## src/rtl/inst_fetch_unit_pkg.sv

```systemverilog
// Shared widths, queue entry layout and fetch FSM states for the instruction fetch unit.
package ifu_pkg;

  localparam int PC_W   = 12;
  localparam int INST_W = 19;

  typedef struct packed {
    logic [PC_W-1:0]   pc;
    logic [INST_W-1:0] inst;
  } fetch_entry_t;

  typedef enum logic [1:0] {
    IDLE,
    WAIT,
    DRAIN
  } fetch_state_t;

endpackage

```

## src/rtl/inst_fetch_unit_fetch_queue.sv

```systemverilog
// Synchronous FIFO of fetch entries; flush beats push and pop in the same cycle.
module fetch_queue
  import ifu_pkg::*;
#(
  parameter int DEPTH = 4
) (
  input  logic                     clk,
  input  logic                     reset,
  input  logic                     flush,
  input  logic                     push,
  input  fetch_entry_t             push_entry,
  input  logic                     pop,
  output fetch_entry_t             head,
  output logic [$clog2(DEPTH):0]   count
);

  localparam int PTR_W = $clog2(DEPTH);
  localparam int CNT_W = PTR_W + 1;
  localparam logic [CNT_W-1:0] FULL = CNT_W'(DEPTH);

  fetch_entry_t     mem_q [DEPTH];
  fetch_entry_t     mem_d [DEPTH];
  logic [PTR_W-1:0] rd_ptr_q, rd_ptr_d;
  logic [PTR_W-1:0] wr_ptr_q, wr_ptr_d;
  logic [CNT_W-1:0] count_q, count_d;
  logic             do_push, do_pop;

  assign do_pop  = pop && (count_q != '0);
  assign do_push = push && ((count_q != FULL) || do_pop);

  always_comb begin
    mem_d    = mem_q;
    rd_ptr_d = rd_ptr_q;
    wr_ptr_d = wr_ptr_q;
    count_d  = count_q;
    if (flush) begin
      rd_ptr_d = '0;
      wr_ptr_d = '0;
      count_d  = '0;
    end else begin
      if (do_push) begin
        mem_d[wr_ptr_q] = push_entry;
        wr_ptr_d        = wr_ptr_q + PTR_W'(1);
      end
      if (do_pop) rd_ptr_d = rd_ptr_q + PTR_W'(1);
      if (do_push && !do_pop)      count_d = count_q + CNT_W'(1);
      else if (do_pop && !do_push) count_d = count_q - CNT_W'(1);
    end
  end

  always_ff @(posedge clk) begin
    if (!reset) begin
      rd_ptr_q <= '0;
      wr_ptr_q <= '0;
      count_q  <= '0;
    end else begin
      rd_ptr_q <= rd_ptr_d;
      wr_ptr_q <= wr_ptr_d;
      count_q  <= count_d;
    end
  end

  // Storage needs no reset: only slots between the pointers are ever observed.
  always_ff @(posedge clk) begin
    mem_q <= mem_d;
  end

  assign head  = mem_q[rd_ptr_q];
  assign count = count_q;

endmodule

```

## src/rtl/inst_fetch_unit.sv

```systemverilog
// Instruction fetch stage: one outstanding imem request, prefetch queue, redirect flush.
// Define IFU_BYPASS_EN to forward a response straight to the datapath when the queue is empty.
module inst_fetch_unit
  import ifu_pkg::*;
#(
  parameter int              DEPTH    = 4,
  parameter logic [PC_W-1:0] RESET_PC = '0
) (
  input  logic              clk,
  input  logic              reset,
  output logic              imem_req_valid,
  input  logic              imem_req_ready,
  output logic [PC_W-1:0]   imem_addr,
  input  logic              imem_rsp_valid,
  input  logic [INST_W-1:0] imem_rsp_data,
  output logic              inst_valid,
  input  logic              inst_ready,
  output logic [INST_W-1:0] inst_data,
  output logic [PC_W-1:0]   inst_pc,
  input  logic              redirect_valid,
  input  logic [PC_W-1:0]   redirect_pc
);

  localparam int CNT_W = $clog2(DEPTH) + 1;
  localparam logic [CNT_W-1:0] FULL = CNT_W'(DEPTH);

  fetch_state_t     state_q, state_d;
  logic [PC_W-1:0]  fetch_pc_q, fetch_pc_d;
  logic [PC_W-1:0]  req_pc_q, req_pc_d;
  logic [CNT_W-1:0] count;
  fetch_entry_t     head, rsp_entry;
  logic             q_empty, req_fire, rsp_live, bypass_hit, push, pop;

  assign q_empty        = (count == '0);
  assign imem_req_valid = reset && (state_q == IDLE) && (count != FULL) && !redirect_valid;
  assign imem_addr      = fetch_pc_q;
  assign req_fire       = imem_req_valid && imem_req_ready;
  assign rsp_live       = (state_q == WAIT) && imem_rsp_valid && !redirect_valid;
  assign rsp_entry      = '{pc: req_pc_q, inst: imem_rsp_data};

`ifdef IFU_BYPASS_EN
  assign bypass_hit = rsp_live && q_empty;
`else
  assign bypass_hit = 1'b0;
`endif

  always_comb begin
    inst_valid = !q_empty;
    inst_pc    = '0;
    inst_data  = '0;
    if (!q_empty) begin
      inst_pc   = head.pc;
      inst_data = head.inst;
    end else if (bypass_hit) begin
      inst_valid = 1'b1;
      inst_pc    = rsp_entry.pc;
      inst_data  = rsp_entry.inst;
    end
  end

  assign pop  = !q_empty && inst_ready;
  assign push = rsp_live && !(bypass_hit && inst_ready);

  // A redirect always retargets fetch_pc; a response landing in the redirect cycle is dropped.
  always_comb begin
    state_d    = state_q;
    fetch_pc_d = fetch_pc_q;
    req_pc_d   = req_pc_q;
    case (state_q)
      IDLE: begin
        if (req_fire) begin
          state_d    = WAIT;
          req_pc_d   = fetch_pc_q;
          fetch_pc_d = fetch_pc_q + PC_W'(1);
        end
      end
      WAIT: begin
        if (imem_rsp_valid)      state_d = IDLE;
        else if (redirect_valid) state_d = DRAIN;
      end
      DRAIN: begin
        if (imem_rsp_valid) state_d = IDLE;
      end
      default: state_d = IDLE;
    endcase
    if (redirect_valid) fetch_pc_d = redirect_pc;
  end

  always_ff @(posedge clk) begin
    if (!reset) begin
      state_q    <= IDLE;
      fetch_pc_q <= RESET_PC;
      req_pc_q   <= '0;
    end else begin
      state_q    <= state_d;
      fetch_pc_q <= fetch_pc_d;
      req_pc_q   <= req_pc_d;
    end
  end

  fetch_queue #(.DEPTH(DEPTH)) u_queue (
    .clk        (clk),
    .reset      (reset),
    .flush      (redirect_valid),
    .push       (push),
    .push_entry (rsp_entry),
    .pop        (pop),
    .head       (head),
    .count      (count)
  );

endmodule
```

## config.mk

```make
export PLATFORM = sky130hd
export DESIGN_NAME = inst_fetch_unit
export DESIGN_NICKNAME = d
export VERILOG_FILES = /design/src/rtl/inst_fetch_unit_pkg.sv /design/src/rtl/inst_fetch_unit_fetch_queue.sv /design/src/rtl/inst_fetch_unit.sv
export SDC_FILE = /design/constraint.sdc
export NUM_CORES = 1
export LEC_CHECK = 0
export ABC_AREA = 1
export CORE_MARGIN = 2
export CORE_UTILIZATION = 60
export CTS_BUF_LIST = sky130_fd_sc_hd__clkbuf_4
export DETAILED_ROUTE_END_ITERATION = 8
export PLACE_DENSITY_LB_ADDON = 0.2
export SLEW_MARGIN = 20
export SYNTH_ARGS = -nofsm -noshare
export SYNTH_HDL_FRONTEND = slang
export SYNTH_SLANG_ARGS = --single-unit
```

## constraint.sdc

```tcl
create_clock -name clk -period 5.05 [get_ports clk]
set_input_delay 1.515 -clock clk [delete_from_list [all_inputs] [get_ports clk]]
set_output_delay 1.515 -clock clk [all_outputs]
set_load 0.02 [all_outputs]
```

Yosys cells after proc, flatten, opt, wreduce, memory -nomap -nowiden
Index checks and enable logic that the tools add are counted.
- output and inout bits: 45
- logic and storage cells: 78
- bits in registers: 157
- input port bits: 37
- reduce and logical (&&, ||, !) cells: 28
- equal/unequal tests: 6
- mux-type cells: 18
- magnitude comparators: 3
- add/sub/neg operators: 5
- bitwise gates (word level): 4
- operators by type and width (operator ; number):
    $bwmux 124 ; 1
    $mux 31 ; 3
    $bmux 31 s2 ; 1
    $demux 31 s2 ; 1
    $mux 12 ; 4
    $mux 19 ; 1
    $add 12x1->12 const B ; 1
    $logic_and 1x1->1 ; 12
    $mux 2 ; 4
    $ge 3x3->1 const B ; 2
    $mux 3 ; 2
    $ne 3x3->1 const B ; 2
    $not 2->3 ; 2
    $pmux 2 s3 ; 1
    $reduce_and 2->1 ; 3
    $reduce_bool 2->1 ; 3
    $add 2x1->2 const B ; 2
    $logic_not 1->1 ; 4
    $ne 2x2->1 const B ; 2
    $add 3x1->3 const B ; 1
    $logic_not 3->1 ; 1
    $lt 3x1->1 const B ; 1
    $reduce_and 3->1 ; 1
    $reduce_bool 3->1 ; 1
    7 further kinds ; 8

Depth between registers and ports, before layout
- depth after elaboration: 10
- gate-level depth with buffers: 12

Cells and area by module
Synthesis repeated with hierarchy kept, for this count alone.
- cells, all modules: 640
- area total of the unflattened synthesis: 6775.2 sq um
- by module, submodules not included (module ; sequential area each (sq um) ; cells an instance ; times used ; area an instance (sq um)):
    fetch_queue ; 3863.7 ; 367 ; 1 ; 5098.6
    inst_fetch_unit ; 520.5 ; 273 ; 1 ; 1676.6

Worst setup path before layout
No wires, ideal clock.
- path kind: input port to flip-flop
- from: in redirect_valid
- to: reg u_queue.mem_q[0] (netlist bit), enable pin
- arrival time: 3.268 ns
- path slack: 1.363 ns
- data required time: 4.631 ns
- stages on the path: 5
- path through: inv_2 -> nand3_1 -> nor2_1 -> nand2_1 -> nor2_1
- cells in the longest elaborated chain, start to end: 4
- elaborated cells on any way between the ends: 5
- RTL lines (what ; line ; RTL):
    start: declaration ; inst_fetch_unit.sv:20 ; input logic redirect_valid,
    $logic_not 1->1 ; inst_fetch_unit.sv:38 ; assign rsp_live = (state_q == WAIT) && imem_rsp_valid && !redirect_valid;
    $logic_and 1x1->1 ; inst_fetch_unit.sv:38 ;
    $logic_and 1x1->1 ; inst_fetch_unit_fetch_queue.sv:29 ; assign do_push = push && ((count_q != FULL) || do_pop);
    $reduce_and 2->1 (no line) * ; - ;
    end signal: assignment ; inst_fetch_unit_fetch_queue.sv:65 ; mem_q <= mem_d;
    end: declaration ; inst_fetch_unit_fetch_queue.sv:21 ; fetch_entry_t mem_q [DEPTH];
Every way passes the cells marked *; elsewhere a longest branch is shown, timed or not.
A chain may end at the register's enable or synchronous reset.

Worst setup path after layout
- from: in redirect_valid
- to: out imem_req_valid
- cells in the longest elaborated chain, start to end: 2
- RTL lines (what ; line ; RTL):
    $logic_not 1->1 ; inst_fetch_unit.sv:35 ; assign imem_req_valid = reset && (state_q == IDLE) && (count != FULL) && !redirect_valid;
    $logic_and 1x1->1 ; inst_fetch_unit.sv:35 ;
    end: declaration ; inst_fetch_unit.sv:11 ; output logic imem_req_valid,
Every way passes these cells.

==> impl_metrics.json <==
{
  "timing.fmax_mhz": 215,
  "critPathMaxFanout": 16,
  "yosysSeqAreaShare_pct": 67.6,
  "insertion_delay_ps": 530,
  "fp.dieW_um": 108,
  "clkSinkCount": 157,
  "post-route-util_pct": 74.4,
  "place_congestion": 0.809,
  "holdPathStages": 0,
  "rsz0062_at_grt": "no",
  "wl_um": 13200,
  "root_buffer": "clkbuf_4",
  "required_ps": 3540,
  "cts_buffer_depth": 2,
  "syn_avg_cell_area_um2": 10.4,
  "yosysTopAreaCell": "edfxtp_1",
  "netlist_top_cells_area": "edfxtp_1 (57%), dfxtp_1 (10%), nor2_1 (8.1%)",
  "io_buffers": 81,
  "holdCritPathClass": "register to register",
  "slew_headroom_pct": 38.7,
  "area_growth_pct": 19.5,
  "use_met1_pct": 30.0,
  "synth_top_area_share_pct": 57.5,
  "wl_per_cell_um": 15.4,
  "worstMarginPinSlew_ps": 920,
  "grt_max_degree": 66,
  "grt_first_pass_wirelength_um": 21600,
  "std_cell_rows": 37,
  "synth.distinct_cells": 28,
  "cts_buffers": 17,
  "grtUsageTotal_pct": 24.4,
  "ios": 82,
  "cts_tree": "yes",
  "setup_tns_ps": 0,
  "endpoint_kind": "output pin",
  "dr.first_iter.drc_count": 404,
  "ys.warnings.count": 0,
  "grt-busiest-layer": "met2",
  "finalCritPeriodShare_pct": 92.1,
  "ir_drop_mv": 0.164,
  "crit_type": "primary input to output pin",
  "synthesis.area_um2": 6480,
  "syn_inst": 622,
  "worst-r2r-cell-count": 11,
  "vias_per_cell": 5.54,
  "postCtsSetupBuffers": 0,
  "power.density_nw_per_um2": 306,
  "ctsHoldBuffers": 0,
  "coreArea_um2": 10400,
  "final-setup-viol-count": 0,
  "ant_nets": 0,
  "fin_cells": 852,
  "antenna_found_initial": 1,
  "met3_usage_pct": 7.17,
  "syn-num-nets": 666,
  "maxCapViolations": 0,
  "grt.overflow.total": 0,
  "arrival_ps": 3130,
  "grt_pass1_vias": 4685,
  "hpwlAfterDp_um": 7640,
  "h-tree-depth": 4,
  "drc_errors": 0,
  "finalWorstSetupSlack_ps": 401,
  "drive_above_1_share_pct": 7.97,
  "finClkSkew_ps": 16.5,
  "status": "completed",
  "path_clk_slew_ps": 130,
  "place_ws_ps": 392,
  "via_count": 4720,
  "p_leak_nw": 2.78,
  "die-area_um2": 11600,
  "finalNetCount": 746,
  "fillers": 702,
  "drt_pass1_iterations": 5,
  "post_cts_resized": 0,
  "fin_crit_ps": 4650,
  "hold_viol_final": 0,
  "use_met2_pct": 40.8,
  "critPathLaunchType": "primary input",
  "drv_slew": 0,
  "initial_core_util_pct": 62.2,
  "ys_ff_latch": 157,
  "rrSetupSlack_ps": 2640,
  "whs_ps": 513,
  "fp.dieH_um": 108,
  "dp.cells": 819
}
-- cell families (layout without fill, tap and decap cells) --
logic type                 Yosys count  in the layout  synth area share, %
and+or+nand+nor                    256            256                 15.9
DFF                                157            157                 67.6
AOI/OAI and AO/OA                  135            135                 10.6
buffers and inverters               65            158                 4.09
adders and majority gates            7              7                 1.47
xor gates and xnor gates             2              2                0.270
other                                0              1                    0
-- sequential cells by signal, summed over array words and instances, names as in the netlist --
register,cells
req_pc_q,12
u_queue.mem_q,124
u_queue.count,3
u_queue.rd_ptr_q,2
u_queue.wr_ptr_q,2
imem_addr,12
state_q,2
-- layout make-up --
type,count,area [um^2],share of cell area (%)
Sequential cell,157,4390,56.6
Multi-Input combinational cell,400,1870,24.1
Tap cell,136,170,2.20
Inverter,35,131,1.70
Clock buffer,18,135,1.74
Timing Repair Buffer,91,886,11.4
Clock inverter,14,168,2.16
Antenna cell,1,2.50,0.0323
-- layout by cell type (no fill, tap or decap), types with 2 or more instances in the layout --
cell,n
inv_2,4
dfxtp_1,32
edfxtp_1,124
clkinv_2,2
o21ai_1,11
inv_1,32
inv_6,2
inv_4,2
clkinv_4,3
nand3_1,25
xnor2_1,2
ha_1,6
or2_2,2
clkdlybuf4s50_1,81
nor2_1,136
clkbuf_4,18
a21oi_1,56
nor2_4,5
buf_4,10
bufinv_16,3
nand2_1,83
o21ai_0,65
-- power by group --
| group | internal (mW) | total, mW | switching, mW |
|---|---|---|---|
| Clock | 0.352 | 0.784 | 0.433 |
| Sequential | 1.40 | 1.42 | 0.0168 |
| Combinational | 0.0751 | 0.165 | 0.0903 |
| Total | 1.83 | 2.37 | 0.540 |
-- critical path, cell delays in order --
cell and delay [ps]:
clkdlybuf4s50_1 430, inv_2 230, nand2_2 120, nor2_4 140, nand2_1 60, inv_1 50, clkdlybuf4s50_1 590
-- synthesized netlist by cell type, drive strengths merged --
master,number
o21a,1
o21ai,76
dfxtp,33
or2,2
nor2,141
nand3,26
nor3,2
clkbuf,17
inv,35
a21oi,56
nand2,84
a211oi,1
fa,1
ha,6
o31ai,1
buf,13
nand4,1
edfxtp,124
xnor2,2
-- routing by layer --
metal | part of all wire [%] | vias to the layer above | wire (um)
met1 | 41 | 2223 | 5450
li1 | - | 2293 | -
met2 | 50 | 187 | 6570
met5 | 0 | - | 0
met4 | 1.5 | 0 | 193
met3 | 7.1 | 17 | 934
-- per-stage QoR --
stage,cell area (um^2),total power [mW]
6_report,7750,2.37
5_1_grt,7750,2.45
4_1_cts,7740,2.38
3_5_place_dp,7440,1.61
3_3_place_gp,7440,1.61
2_1_floorplan,6480,1.53
-- path summary, 6_finish.rpt --
| check | from | endpoint |
|---|---|---|
| hold / removal | req_pc_q[11] | u_queue.mem_q[61] |
| setup / recovery | redirect_valid | imem_req_valid |
| hold reg to reg | req_pc_q[11] | u_queue.mem_q[61] |
| setup reg to reg | u_queue.count[2] | u_queue.count[2] |
Note: power is estimated with default switching activity, not from simulation.
